<file path="config.mk">
export PLATFORM = sky130hd
export DESIGN_NAME = ps2_kbd_rx_flat
export DESIGN_NICKNAME = d
export VERILOG_FILES = /design/src/rtl/ps2_kbd_rx_if.sv /design/src/rtl/ps2_kbd_rx.sv /design/src/flat_wrapper.sv
export SDC_FILE = /design/constraint.sdc
export NUM_CORES = 1
export LEC_CHECK = 0
export ABC_AREA = 1
export BUFFER_PORTS_ARGS = -buffer_cell sky130_fd_sc_hd__buf_4
export CAP_MARGIN = 25
export CORE_MARGIN = 5
export CORE_UTILIZATION = 55
export DETAILED_ROUTE_END_ITERATION = 10
export PLACE_DENSITY = 0.72
export SETUP_SLACK_MARGIN = 0.5
export SLEW_MARGIN = 25
export SYNTH_ARGS = -nofsm -noshare
export SYNTH_HDL_FRONTEND = slang
export SYNTH_SLANG_ARGS = --single-unit
</file>
<file path="constraint.sdc">
create_clock -name clk -period 2.3 [get_ports clk]
set_input_delay 0.575 -clock clk [delete_from_list [all_inputs] [get_ports clk]]
set_output_delay 0.575 -clock clk [all_outputs]
set_load 0.01 [all_outputs]
</file>
<file path="src/rtl/ps2_kbd_rx_if.sv">
// rtl/ps2_kbd_rx_if.sv - scan-code FIFO read port between the PS/2 receiver and the decoder
interface ps2_kbd_rx_if;
  logic       nextdata_n;
  logic [7:0] data;
  logic       ready;
  logic       overflow;

  modport master (input nextdata_n, output data, ready, overflow);
  modport slave  (output nextdata_n, input data, ready, overflow);
endinterface

</file>
<file path="src/rtl/ps2_kbd_rx.sv">
// rtl/ps2_kbd_rx.sv - PS/2 keyboard receiver: deframes 11-bit frames into an 8-slot scan-code FIFO
// Optional odd-parity enforcement: define PS2_PARITY_CHECK_EN.
module ps2_kbd_rx #(
  parameter int PTR_W = 3
) (
  input  logic         clk,
  input  logic         clrn,
  input  logic         ps2_clk,
  input  logic         ps2_data,
  ps2_kbd_rx_if.master rx
);

  logic [2:0]       clk_sync;
  logic [3:0]       bit_cnt, bit_cnt_nxt;
  logic [9:0]       shift, shift_nxt;
  logic [PTR_W-1:0] w_ptr, w_ptr_nxt, w_ptr_inc;
  logic [PTR_W-1:0] r_ptr, r_ptr_nxt;
  logic             overflow_q, overflow_nxt;
  logic             fall, frame_end, frame_ok, full, wr_en, pop;

  logic [7:0] fifo [0:(2**PTR_W)-1];

  always_ff @(posedge clk or negedge clrn) begin
    if (!clrn) begin
      clk_sync   <= 3'b000;
      bit_cnt    <= 4'd0;
      shift      <= 10'd0;
      w_ptr      <= '0;
      r_ptr      <= '0;
      overflow_q <= 1'b0;
    end else begin
      clk_sync   <= {clk_sync[1:0], ps2_clk};
      bit_cnt    <= bit_cnt_nxt;
      shift      <= shift_nxt;
      w_ptr      <= w_ptr_nxt;
      r_ptr      <= r_ptr_nxt;
      overflow_q <= overflow_nxt;
    end
  end

  // Storage carries no reset; only the pointers decide what is visible.
  always_ff @(posedge clk) begin
    if (wr_en) fifo[w_ptr] <= shift[8:1];
  end

  always_comb begin
    fall         = (clk_sync[2:1] == 2'b10);
    frame_end    = fall && (bit_cnt == 4'd10);
    w_ptr_inc    = w_ptr + 1'b1;
    full         = (w_ptr_inc == r_ptr);
    // shift[0] holds start, shift[8:1] the byte, shift[9] parity; stop is the live sample.
`ifdef PS2_PARITY_CHECK_EN
    frame_ok     = !shift[0] && ps2_data && (^shift[9:1]);
`else
    frame_ok     = !shift[0] && ps2_data;
`endif
    wr_en        = frame_end && frame_ok && !full;
    pop          = rx.ready && !rx.nextdata_n;

    bit_cnt_nxt  = bit_cnt;
    shift_nxt    = shift;
    w_ptr_nxt    = w_ptr;
    r_ptr_nxt    = r_ptr;
    overflow_nxt = overflow_q;

    if (fall) begin
      shift_nxt   = {ps2_data, shift[9:1]};
      bit_cnt_nxt = frame_end ? 4'd0 : bit_cnt + 4'd1;
    end
    if (wr_en) w_ptr_nxt = w_ptr_inc;
    if (frame_end && frame_ok && full) overflow_nxt = 1'b1;
    if (pop) r_ptr_nxt = r_ptr + 1'b1;
  end

  assign rx.ready    = (w_ptr != r_ptr);
  assign rx.data     = rx.ready ? fifo[r_ptr] : 8'h00;
  assign rx.overflow = overflow_q;

endmodule

</file>
<file path="src/flat_wrapper.sv">
// flat-port wrapper written by rule: the top's interface ports become plain ports
module ps2_kbd_rx_flat 
#(
  parameter int PTR_W = 3
)
  (clk, clrn, ps2_clk, ps2_data, rx_nextdata_n, rx_data, rx_ready, rx_overflow);
  ps2_kbd_rx_if rx_i ();
  input  logic clk;
  input  logic clrn;
  input  logic ps2_clk;
  input  logic ps2_data;
  input wire logic [$bits(rx_i.nextdata_n)-1:0] rx_nextdata_n;
  output wire logic [$bits(rx_i.data)-1:0] rx_data;
  output wire logic [$bits(rx_i.ready)-1:0] rx_ready;
  output wire logic [$bits(rx_i.overflow)-1:0] rx_overflow;
  assign rx_i.nextdata_n = rx_nextdata_n;
  assign rx_data = rx_i.data;
  assign rx_ready = rx_i.ready;
  assign rx_overflow = rx_i.overflow;
  ps2_kbd_rx #(.PTR_W(PTR_W)) u_core (.clk(clk), .clrn(clrn), .ps2_clk(ps2_clk), .ps2_data(ps2_data), .rx(rx_i));
endmodule
</file>
; ---- Yosys cells after proc, flatten, opt, wreduce, memory -nomap -nowiden
; Memories as Yosys holds them, arrays and structs flattened.
; Cells that the tools add are included.
[word_totals]
word_cells = 27
in_bits = 5
output_inout_bits = 10
memories = 1
ram_bits = 64
register_bits = 24
[op_classes]
addsub = 3
reduce_logical = 9
eq_ne = 4
muxes = 4
[memory_table]
columns = memory, words, word_bits, rd, rd_clocked_by_memory_dff, wr, line
row1 = u_core.fifo, 8, 8, 1, 0, 1, ps2_kbd_rx.sv:21  ; logic [7:0] fifo [0:(2**PTR_W)-1];
[ops]
columns = operator, n
row1 = two-way mux 8 bit, 1
row2 = "adder 3 x 1 -> 3 bit, second input constant", 2
row3 = logical AND 1 bit, 6
row4 = "adder 4 x 1 -> 4 bit, second input constant", 1
row5 = "== test 4 bit, second input constant", 1
row6 = two-way mux 4 bit, 1
row7 = == test 3 bit, 1
row8 = zero test 1 bit, 3
row9 = inequality test 3 bit, 1
row10 = "== test 2 bit, second input constant", 1
row11 = two-way mux 1 bit, 2

; ---- Depth between registers and ports, before layout
[logic_depth]
word_depth = 6
ltp_mapped = 9
depth_no_buf = 9

; ---- Least setup slack after synthesis
; Ideal clock, no wire load.
[synth_path]
path_kind = input to register
start = input port ps2_data
end = memory u_core.fifo[0][0] (enable)
path_slack_ps = 411
cell_stages = 5
path_buffers = 0
t_arrival_ps = 1519
setup_time_ps = 370
t_required_ps = 1930
cell_sequence = inv_1 > or2_1 > nor2_4 > nand3_2 > nor2_1
[synth_between]
elab_chain_cells = 5
[synth_rtl]
columns = element, line
row1 = from (decl), flat_wrapper.sv:11  ; input logic ps2_data;
row2 = logical AND 1 bit, ps2_kbd_rx.sv:55  ; frame_ok = !shift[0] && ps2_data;
row3 = logical AND 1 bit (2 in a row), ps2_kbd_rx.sv:57  ; wr_en = frame_end && frame_ok && !full;
row4 = two-way mux 1 bit, ps2_kbd_rx.sv:43  ; if (wr_en) fifo[w_ptr] <= shift[8:1];
row5 = two-way mux 1 bit (not written as such), ps2_kbd_rx.sv:43
row6 = to (decl), ps2_kbd_rx.sv:21
; Every way passes these cells.

; ---- Worst setup path in the final report
[layout_path]
start = register u_core.r_ptr[0]
end = output port rx_data[1]
[layout_between]
elab_chain_cells = 2
word_cells_on_any_way = 3
cone_classes = eq/ne: 1 / mux: 1 / memory: 1
[layout_rtl]
columns = element, line
row1 = from (decl), ps2_kbd_rx.sv:17  ; logic [PTR_W-1:0] r_ptr, r_ptr_nxt;
row2 = from (signal assigned), ps2_kbd_rx.sv:36  ; r_ptr <= r_ptr_nxt;
row3 = memory (8 x 8 bit) / inequality test 3 bit (equally long branches), -
row4 = two-way mux 8 bit *, ps2_kbd_rx.sv:76  ; assign rx.data = rx.ready ? fifo[r_ptr] : 8'h00;
row5 = to (decl), flat_wrapper.sv:13  ; output wire logic [$bits(rx_i.data)-1:0] rx_data;
; Every way passes the cells marked *; elsewhere a longest branch is shown, timed or not.

==> results.txt <==
----------------------------------------------------
[Power]
  Standby leakage power ... 0.00183 uW
  Pwr Density ... around 1100 nW/um^2
  Worst VDD drop ... 752 uV

[Worst setup path]
  Highest fanout seen on the critical path ... 19
  Worst-case reg-to-reg path depth ... 10
  Nature of the critical path endpoint ... output port
  Critical path class ... reg -> out
  Reg-to-Reg Start ... u_core.w_ptr[1]
  Endpoint of the lowest-slack register-to-register path ... u_core.fifo[5][6]
  Critical Path AT ... 1.72 ns
  Category of the worst setup path launch point ... flip-flop
  CP Data Required Time ... 1.73 ns
  R2R Setup Slk ... ~0.27 ns

[Route]
  Number of vias in the routed layout ... 2726
  Final wirelength ... ~8.9 mm
  Drt initial violations ... 286
  Average vias per placed instance ... around 5.4
  Pre-antenna DRT Iters ... 5
  Remaining antenna violation count after routing ... 0
  Average wire per cell in the routed design ... 17.6 um
  Post-route DRC violation count ... 0

[Cells and area]
  Post-Layout Inst Area ... 4590 sq um
  Layout overhead on the synthesized area ... 19.3%
  Fill cell count ... 490
  Fraction of final layout cells sized beyond drive strength 1 ... 23.3%
  Inserted Diodes ... 0
  Core utilization of the finished layout ... 67.5%
  Net total in the final layout ... 412

[Floorplan]
  Vertical die dimension ... 93.6 um
  Initial Util ... 56.6%
  Standard-cell row count ... 30
  Total core area ... 6790 sq um
  Die extent in x ... 93.6 um
  I/O pin count ... 15
  Area of the die ... approximately 8800 sq um

[Clock network]
  Clk slew on worst S/H paths ... 0.09 ns
  Total CTS buffers ... 9
  Hold buffers post-CTS ... 0
  Clock Sinks ... 88
  Clock latency reported for the late side of the worst-skew pair ... 0.36 ns
  Number of buffers on the longest clock path ... 2
  H-tree level count ... 3
  Root buffer cell ... sky130_fd_sc_hd__clkbuf_8
  CTS tree ... done

[STA]
  Final hold slack ... 0.106 ns
  Slew of the pin with the lowest slew margin ... 0.350 ns
  Setup skew after layout ... roughly 0.02 ns
  Max_slew headroom ... 76.7%
  RSZ-0062 raised after global routing ... true
  Final critical-path required period ... 2.30 ns
  Final hold violation count ... 0
  Total count of max-transition violations in the final report ... 0
  Setup violation total in the final timing report ... 0
  Final Worst Setup Slack ... 0.00339 ns
  Portion of the clock cycle consumed by the worst path in the final layout ... 99.9%
  Max frequency ... 435 MHz

[GRT]
  Number of antenna violations at the first check in global routing ... 0
  Aggregate global routing overflow ... 0
  Overall routing resource usage ... 20.5%
  Via count of the first global-routing pass ... 2553
  Maximum number of pins on one net before global-route repair ... 26
  Global-route wire length before repair ... 13.2 mm

[Synthesis]
  Post-synth top area cell ... sky130_fd_sc_hd__edfxtp_1
  Post-synth top area share ... 50.0%
  Fraction of the yosys area taken by sequential cells ... between 60 and 70%
  Largest cells by area after synthesis ... sky130_fd_sc_hd__edfxtp_1 50%, sky130_fd_sc_hd__dfrtp_1 16%, sky130_fd_sc_hd__nor2_1 8.0%
  Count of unique library cells instantiated by Yosys ... 26
  Number of flip-flops and latches in the synthesized netlist ... 88
  YS warnings ... 0
  Mean post-synth cell area ... 10.5 sq um
  Gate count after technology mapping ... 367
  Number of nets in the synthesized netlist ... between 300 and 400
  Cell area after synthesis ... 3840 sq um

[Placed design]
  Post-Place Worst Slack ... 0.304 ns
  Routability congestion estimate ... 0.837
  Total half-perimeter wirelength after legalization and detailed placement ... 4.96 mm
  Quantity of I/O buffers inserted on ports ... 14
  Cell area after placement ... 4050 sq um

[Hold path]
  Min-delay worst type ... in -> async

[Job]
  Number of max-capacitance violations reported ... 0

[Outcome]
  Result of the run ... finished, final reports clean

----------------------------------------------------
## synth_stat cells, drive strengths merged
cell type  number
dfrtp          24
o31ai           1
xor2            2
nand2          76
clkbuf          2
buf            14
xnor2           1
and3            1
inv            28
edfxtp         64
a21oi           2
or2             1
o21ai          43
nor2           84
nor3            1
ha              4
nand3          19
## critical path, stage by stage, from the launching register on
cell,delay [ns]
sky130_fd_sc_hd__dfrtp_2,0.46
sky130_fd_sc_hd__buf_8,0.20
sky130_fd_sc_hd__nor2_1,0.07
sky130_fd_sc_hd__nor2_1,0.08
sky130_fd_sc_hd__o21ai_0,0.10
sky130_fd_sc_hd__o21ai_1,0.13
sky130_fd_sc_hd__nor2_1,0.07
sky130_fd_sc_hd__nor2_1,0.11
sky130_fd_sc_hd__buf_4,0.13
## report_power, final
| group | internal, uW | switching [uW] |
|---|---|---|
| logic | 832 | 1240 |
| clock network | 507 | 558 |
| registers | 1860 | 180 |
| total | 3200 | 1980 |
## how the worst max path moves through the flow
stage | startpoint | end | slack [ns] | cells past startpoint
floorplan | ps2_data | u_core.fifo[4][0] | 0.41 | 5
global placement | u_core.r_ptr[1] | rx_data[1] | 0.33 | 6
detailed placement | u_core.r_ptr[1] | rx_data[4] | 0.30 | 6
CTS | u_core.r_ptr[0] | rx_data[4] | 0.03 | 8
global route | u_core.r_ptr[0] | rx_data[1] | -0.11 | 8
finish | u_core.r_ptr[0] | rx_data[1] | 0.003 | 8
## logic make-up (layout without fill, tap and decap cells)
kind of cell	after synthesis	count (layout)	share of synthesized area (%)
xor gates and xnor gates	3	3	0.684
buffers and inverters	44	84	6.41
DFF	88	88	65.6
and+or+nand+nor	182	183	19.9
AOI/OAI and AO/OA	46	46	6.05
adders and majority gates	4	4	1.30
## cells in the final DEF (no fill, tap or decap), types with 2 or more instances in the layout
| cell | instances |
|---|---|
| sky130_fd_sc_hd__nor2_1 | 70 |
| sky130_fd_sc_hd__nand2_1 | 66 |
| sky130_fd_sc_hd__edfxtp_1 | 64 |
| sky130_fd_sc_hd__o21ai_0 | 31 |
| sky130_fd_sc_hd__buf_4 | 25 |
| sky130_fd_sc_hd__inv_1 | 23 |
| sky130_fd_sc_hd__dfrtp_1 | 19 |
| sky130_fd_sc_hd__nand3_1 | 16 |
| sky130_fd_sc_hd__o21ai_1 | 12 |
| sky130_fd_sc_hd__nor2_4 | 10 |
| sky130_fd_sc_hd__clkbuf_8 | 9 |
| sky130_fd_sc_hd__buf_8 | 8 |
| sky130_fd_sc_hd__nand2_2 | 7 |
| sky130_fd_sc_hd__buf_6 | 6 |
| sky130_fd_sc_hd__dfrtp_2 | 5 |
| sky130_fd_sc_hd__nand3_4 | 4 |
| sky130_fd_sc_hd__nor2_2 | 4 |
| sky130_fd_sc_hd__inv_2 | 3 |
| sky130_fd_sc_hd__nand2_4 | 3 |
| sky130_fd_sc_hd__inv_6 | 3 |
| sky130_fd_sc_hd__ha_1 | 3 |
| sky130_fd_sc_hd__a21oi_1 | 2 |
| sky130_fd_sc_hd__xor2_1 | 2 |
| sky130_fd_sc_hd__clkinvlp_4 | 2 |
## layer usage
metal / share of wire (%) / wire length [um] / GRT usage (%)
met2: 48 / 4270 / 31.6
met1: 42 / 3740 / 28.8
met3: 7.0 / 625 / 4.02
met5: 0 / 0 / 0
met4: 3.0 / 265 / 8.06
## flip-flops by register name, summed over array words and instances (netlist names)
register / cells
u_core.w_ptr: 3
u_core.bit_cnt: 4
u_core.rx.overflow: 1
u_core.r_ptr: 3
u_core.shift: 10
u_core.clk_sync: 3
u_core.fifo: 64
## layout make-up
cell class / instances / area, sq um / area share, %
Tap cell: 96 / 120 / 2.62
Timing Repair Buffer: 40 / 395 / 8.62
Multi-Input combinational cell: 236 / 1230 / 26.9
Sequential cell: 88 / 2530 / 55.1
Inverter: 28 / 113 / 2.46
Clock inverter: 6 / 67.6 / 1.47
Clock buffer: 10 / 128 / 2.78
## stage by stage
| stage | std cells | TNS (ns) | total power (uW) |
|---|---|---|---|
| floorplan | 367 | 0 | 3280 |
| global placement | 476 | 0 | 3700 |
| detailed placement | 476 | 0 | 3750 |
| CTS | 498 | 0 | 5010 |
| global route | 504 | -0.394 | 5450 |
| finish | 504 | 0 | 5180 |
## timing repair
item	CTS	global route
pin swaps	4	4
gates resized for setup	22	45
endpoints found under the setup margin	73	73
setup buffers	5	6
gates cloned	1	0
Note: power is estimated with default switching activity, not from simulation.
